**src/rtl/load_store_unit.sv**
```systemverilog
// Load/store unit: accepts one load or store from execute, issues a single
// aligned 64-bit memory command, and returns lane-shifted, extended load data
// (or a completion for stores) to writeback. An access that waits too long
// for memory is aborted with resp_err.
// Optional feature: define LSU_MISALIGN_CHECK_EN to reject accesses whose
// address is not a multiple of the access size, without touching memory.
module load_store_unit #(
    parameter int TIMEOUT = 255
) (
    input  logic        clk,
    input  logic        rst,
    input  logic        req_valid,
    output logic        req_ready,
    input  logic        req_wen,
    input  logic [63:0] req_addr,
    input  logic [63:0] req_wdata,
    input  logic [3:0]  req_wdt_op,
    input  logic        req_unsigned,
    output logic        resp_valid,
    input  logic        resp_ready,
    output logic [63:0] resp_rdata,
    output logic        resp_err,
    output logic        mem_req_valid,
    input  logic        mem_req_ready,
    output logic [63:0] mem_addr,
    output logic        mem_wen,
    output logic [63:0] mem_wdata,
    output logic [7:0]  mem_wmask,
    input  logic        mem_rvalid,
    input  logic [63:0] mem_rdata,
    output logic        busy
);

    localparam int CW = (TIMEOUT < 2) ? 1 : $clog2(TIMEOUT + 1);

    typedef enum logic [1:0] {IDLE, REQ, WAIT, RESP} state_t;

    // Width code: 0 byte, 1 half, 2 word, 3 double; anything not one-hot is double.
    function automatic logic [1:0] size_code(input logic [3:0] op);
        case (op)
            4'b0001: size_code = 2'd0;
            4'b0010: size_code = 2'd1;
            4'b0100: size_code = 2'd2;
            default: size_code = 2'd3;
        endcase
    endfunction

    state_t          state;
    state_t          next_state;
    logic [CW-1:0]   wait_count;
    logic            wen_q;
    logic [63:0]     addr_q;
    logic [63:0]     wdata_q;
    logic [1:0]      size_q;
    logic            unsigned_q;
    logic [63:0]     rdata_q;
    logic            err_q;

    logic [2:0]      offset;
    logic            timeout_hit;
    logic [7:0]      base_mask;
    logic [7:0]      lane_mask;
    logic [63:0]     lane_wdata;
    logic [63:0]     shifted_rdata;
    logic [63:0]     load_data;

`ifdef LSU_MISALIGN_CHECK_EN
    logic            misaligned;
    logic [2:0]      align_mask;

    // Low address bits that must be zero for the incoming access size.
    always_comb begin
        case (size_code(req_wdt_op))
            2'd0:    align_mask = 3'b000;
            2'd1:    align_mask = 3'b001;
            2'd2:    align_mask = 3'b011;
            default: align_mask = 3'b111;
        endcase
        misaligned = |(req_addr[2:0] & align_mask);
    end
`endif

    assign offset      = addr_q[2:0];
    assign timeout_hit = (wait_count >= CW'(TIMEOUT - 1));

    // State register.
    always_ff @(posedge clk) begin
        if (rst) begin
            state <= IDLE;
        end else begin
            state <= next_state;
        end
    end

    // Next-state logic; memory responses outside WAIT are deliberately ignored.
    always_comb begin
        next_state = state;
        case (state)
            IDLE: begin
                if (req_valid) begin
`ifdef LSU_MISALIGN_CHECK_EN
                    next_state = misaligned ? RESP : REQ;
`else
                    next_state = REQ;
`endif
                end
            end
            REQ: begin
                if (mem_req_ready) begin
                    next_state = WAIT;
                end
            end
            WAIT: begin
                if (mem_rvalid || timeout_hit) begin
                    next_state = RESP;
                end
            end
            RESP: begin
                if (resp_ready) begin
                    next_state = IDLE;
                end
            end
            default: next_state = IDLE;
        endcase
    end

    // WAIT cycle counter: zero outside WAIT so each entry starts fresh; saturates.
    always_ff @(posedge clk) begin
        if (rst || state != WAIT) begin
            wait_count <= '0;
        end else if (wait_count < CW'(TIMEOUT)) begin
            wait_count <= wait_count + 1'b1;
        end
    end

    // Lane steering for stores and extraction/extension for loads.
    always_comb begin
        case (size_q)
            2'd0:    base_mask = 8'h01;
            2'd1:    base_mask = 8'h03;
            2'd2:    base_mask = 8'h0F;
            default: base_mask = 8'hFF;
        endcase
        lane_mask     = base_mask << offset;
        lane_wdata    = wdata_q << {offset, 3'b000};
        shifted_rdata = mem_rdata >> {offset, 3'b000};
        case (size_q)
            2'd0:    load_data = unsigned_q ? {56'd0, shifted_rdata[7:0]}
                                            : {{56{shifted_rdata[7]}}, shifted_rdata[7:0]};
            2'd1:    load_data = unsigned_q ? {48'd0, shifted_rdata[15:0]}
                                            : {{48{shifted_rdata[15]}}, shifted_rdata[15:0]};
            2'd2:    load_data = unsigned_q ? {32'd0, shifted_rdata[31:0]}
                                            : {{32{shifted_rdata[31]}}, shifted_rdata[31:0]};
            default: load_data = shifted_rdata;
        endcase
    end

    // Command latch and response registers.
    always_ff @(posedge clk) begin
        if (rst) begin
            wen_q      <= 1'b0;
            addr_q     <= '0;
            wdata_q    <= '0;
            size_q     <= '0;
            unsigned_q <= 1'b0;
            rdata_q    <= '0;
            err_q      <= 1'b0;
        end else begin
            case (state)
                IDLE: begin
                    if (req_valid) begin
                        wen_q      <= req_wen;
                        addr_q     <= req_addr;
                        wdata_q    <= req_wdata;
                        size_q     <= size_code(req_wdt_op);
                        unsigned_q <= req_unsigned;
                        rdata_q    <= '0;
`ifdef LSU_MISALIGN_CHECK_EN
                        err_q      <= misaligned;
`else
                        err_q      <= 1'b0;
`endif
                    end
                end
                WAIT: begin
                    if (mem_rvalid) begin
                        rdata_q <= wen_q ? 64'd0 : load_data;
                        err_q   <= 1'b0;
                    end else if (timeout_hit) begin
                        rdata_q <= '0;
                        err_q   <= 1'b1;
                    end
                end
                default: ;
            endcase
        end
    end

    assign req_ready     = (state == IDLE);
    assign busy          = (state != IDLE);
    assign resp_valid    = (state == RESP);
    assign resp_rdata    = rdata_q;
    assign resp_err      = err_q;
    assign mem_req_valid = (state == REQ);
    assign mem_addr      = {addr_q[63:3], 3'b000};
    assign mem_wen       = (state == REQ) && wen_q;
    assign mem_wdata     = mem_wen ? lane_wdata : 64'd0;
    assign mem_wmask     = mem_wen ? lane_mask : 8'd0;

endmodule

```
**config.mk**
```make
export PLATFORM = sky130hd
export DESIGN_NAME = load_store_unit
export DESIGN_NICKNAME = d
export VERILOG_FILES = /design/src/rtl/load_store_unit.sv
export SDC_FILE = /design/constraint.sdc
export NUM_CORES = 1
export LEC_CHECK = 0
export ABC_AREA = 1
export CAP_MARGIN = 0
export CORE_ASPECT_RATIO = 0.6
export CORE_UTILIZATION = 50
export DETAILED_ROUTE_END_ITERATION = 6
export PLACE_DENSITY = 0.84
export SETUP_SLACK_MARGIN = 0.02
export SYNTH_ARGS = -nofsm -noshare
export SYNTH_HDL_FRONTEND = slang
export SYNTH_SLANG_ARGS = --single-unit
```
**constraint.sdc**
```tcl
create_clock -name clk -period 4.97 [get_ports clk]
set_clock_uncertainty 0.2 [all_clocks]
set_input_delay 0.994 -clock clk [delete_from_list [all_inputs] [get_ports clk]]
set_output_delay 0.994 -clock clk [all_outputs]
set_load 0.02 [all_outputs]
```
==> out/results.txt <==
outcome -> finished, final reports clean
H-Tree Depth -> 1
Yosys warnings -> 0
total grt overflow -> 0
Crit Path Category -> reg2out
Tcrit/Tclk final -> 93.4%
PwrDens -> 475 mW/mm2
leakage power -> 6.05 nW
worst path bufs/invs -> 4
CTS resizes -> 0
Hold-fix buffers, CTS -> 0
global-route wire length before repair -> 69.6 mm
nets -> 2,196
CTS root buf -> clkbuf_16
Die Height -> 121 um
share of layout cells above drive strength 1 -> 7.55%
min-delay worst type -> reg2reg
Peak Freq -> 215 MHz
slowest stage cell, crit path -> clkdlybuf4s50_1
Final min period -> 4.64 ns
worst rel slew slack -> 39.5%
initial drt markers -> 1,665
Synth-to-Final Area Change -> 36.5%
total CTS buffers -> 21
Multi-input gate area -> 0.00621 mm2
Netlist cell types -> 45
Final Slew Violations -> 0
Die W -> 200 um
switching power -> 3.37 mW
max cap viols -> 0
cell taking the most area after synthesis -> dfxtp_1
Worst EP required -> 3.78 ns
synthesized flop and latch total -> 207
CP peak stage delay -> 0.69 ns
RSZ-0062 raised after global routing -> false
clock slew at the register clock pins of the worst setup and hold paths -> 0.06 ns
Fin. Hold Viols -> 0
Internal Pwr Total -> 4.24 mW
Flop pwr share -> 30.7%
ANT nets after route -> 0
row count -> 42
Total Routing Usage GR -> 38.1%
top-area cell type share of the netlist area -> 35.3%
IO Pins -> 410
GPL Wtd Cong -> 1.00
sequential share of the synthesized area -> 35.3%
# Post-CTS Setup Buffers -> 0
number of synthesized flops with an enable pin -> 0
worst-margin pin slew -> 0.907 ns
switching share of total power -> 44.3%
antenna violations before repair -> 5
WL/cell -> 20.5 um
largest net degree at the start of global routing -> 72
mapped cell area -> 0.0117 mm2
Avg Cell Area, Syn -> 6.77 um2
Initial Utilization -> 52.1%
core box area -> 0.0225 mm2
DIE AREA -> 0.0241 mm2
logic gate share of total power -> 46.3%
CP delay by family, top -> buffers and inverters
Vias -> 13,222
WL final -> 47.4 mm
top cells by area, synth -> dfxtp_1, nand2_1, o21ai_0
worst-skew pair later-pin latency -> 0.50 ns
Crit Path Max Fanout -> 31
kind of end point of the critical path -> output pin
Critical Path AT -> 3.45 ns
ys flop type -> dfxtp_1
final setup vio count -> 0
CP Launch Type -> flip-flop
CTS Sinks -> 207
Sum Neg Setup Slack -> 0 ns
clock share of power -> 23.0%
clock buffer depth -> 3
first drt pass iteration count -> 6
# fillers -> 1,911
number of global-route vias before repair -> 11,996
CTS tree -> done
Avg Vias per Cell -> 5.72
Post-Synthesis Cells -> 1,731
total power -> 7.61 mW
post-DP HPWL -> 34.9 mm
storage element area -> 0.00415 mm2
# DRC -> 0
CP cell instances -> inv_1 -> ha_1 -> nand2_1 -> nor2_4 -> clkinv_1 -> buf_4 -> a221o_1 -> o21ai_0 -> clkdlybuf4s50_1
Buffers on Ports -> 406
peak supply drop -> 0.000268 V
async set-or-reset flop fraction in the synthesized netlist -> 0%
## power groups by stage
stage / Combinational (mW) / Clock (mW) / Sequential, mW
2_1_floorplan: 2.51 / 0 / 2.21
3_3_place_gp: 3.36 / 0 / 2.33
3_5_place_dp: 3.40 / 0 / 2.34
4_1_cts: 3.42 / 1.76 / 2.31
5_1_grt: 3.78 / 1.84 / 2.36
6_report: 3.52 / 1.75 / 2.33
## stage by stage
step                      util [%]  instance area, um2  hold slack, ns  setup slack (ns)  cells
after global routing          71.2               16000           0.285             0.224   2312
after floorplan                  -               11700           0.244              1.72   1733
after CTS                     71.1               16000           0.267             0.372   2308
final                         71.2               16000           0.266             0.326   2313
after detailed placement      67.7               15200           0.257              1.00   2271
after global placement        67.7               15200           0.256              1.10   2271
## area by class of cell
type	instances	area share, %
clock inverter	10	1.00
inverter	69	1.67
timing repair buffer	427	26.4
antenna	5	0.0782
tap	308	2.41
sequential	207	25.9
clock buffer	27	3.74
multi-input combinational	1260	38.8
## cells by family (layout without fill, tap and decap cells)
| group | count (synthesis) | in the layout | share of synthesized area, % |
|---|---|---|---|
| simple gates | 759 | 759 | 27.4 |
| compound gates | 472 | 472 | 23.1 |
| buf+inv | 266 | 533 | 11.8 |
| flops | 207 | 207 | 35.3 |
| mux | 17 | 17 | 1.45 |
| fa+ha+maj | 6 | 6 | 0.640 |
| xor+xnor | 3 | 3 | 0.224 |
| other cells | 1 | 8 | 0.0320 |
## flip-flops by register name (all words and copies together), names as in the netlist
signal / count
resp_rdata: 64
size_q: 2
wdata_q: 64
unsigned_q: 1
wen_q: 1
resp_err: 1
wait_count: 8
addr_q: 64
state: 2
## cell usage in the layout, fill, tap and decap left out, types with 2 or more instances in the layout
cell type,Yosys,layout
nor2_8,2,2
or2_2,7,7
o21ai_0,269,269
buf_4,70,23
nand2_1,371,370
conb_1,1,3
o211ai_1,16,16
a21oi_2,31,31
ha_1,6,6
a221o_1,16,16
inv_2,5,3
clkbuf_8,0,3
o31ai_1,5,5
nand2_2,3,3
o21ai_1,4,4
nand3_1,51,51
diode_2,0,5
clkinv_4,0,2
nor3_1,2,2
clkbuf_16,0,22
inv_1,60,59
dfxtp_2,0,2
a31oi_1,2,2
nor2_1,284,284
clkinv_2,0,6
o221ai_1,7,7
clkdlybuf4s50_1,0,402
inv_4,2,2
nand2_4,1,2
clkinv_1,2,2
clkbuf_1,71,2
bufinv_16,0,4
mux2i_1,17,17
nand3_2,31,31
dfxtp_1,207,204
a22oi_1,17,17
a21oi_1,93,93
xor2_1,2,2
o22ai_1,9,9
nor2_4,2,2
## routing by layer
| metal | track usage [%] | share of wire, % | vias up | wire (um) |
|---|---|---|---|---|
| li1 | - | - | 6171 | - |
| met1 | 53.9 | 43 | 6132 | 20300 |
| met2 | 53.9 | 40 | 838 | 19100 |
| met3 | 14.0 | 15 | 79 | 6930 |
| met4 | 9.16 | 2.2 | 2 | 1020 |
| met5 | 2.61 | 0.16 | - | 76 |
## cell usage after synthesis (17+ instances only)
master      n
o21ai_0   269
nor2_1    284
buf_4      70
a22oi_1    17
nand2_1   371
nand3_1    51
clkbuf_1   71
nand3_2    31
inv_1      60
mux2i_1    17
a21oi_1    93
a21oi_2    31
buf_2      40
dfxtp_1   207
## tightest hold or removal path, stage by stage (launching register included)
cell and delay, ns:
dfxtp_1 0.31, nand2_1 0.06, a21oi_1 0.05
## final timing paths
path | startpoint | end | slack [ns] | depth (start not counted)
setup reg to reg | addr_q[0] | resp_rdata[32] | 1.41 | 12
setup / recovery | state[1] | mem_wdata[48] | 0.33 | 9
hold / removal | resp_rdata[0] | resp_rdata[0] | 0.27 | 2
hold reg to reg | resp_rdata[0] | resp_rdata[0] | 0.27 | 2
No activity file was read; power rests on OpenSTA's default activity.
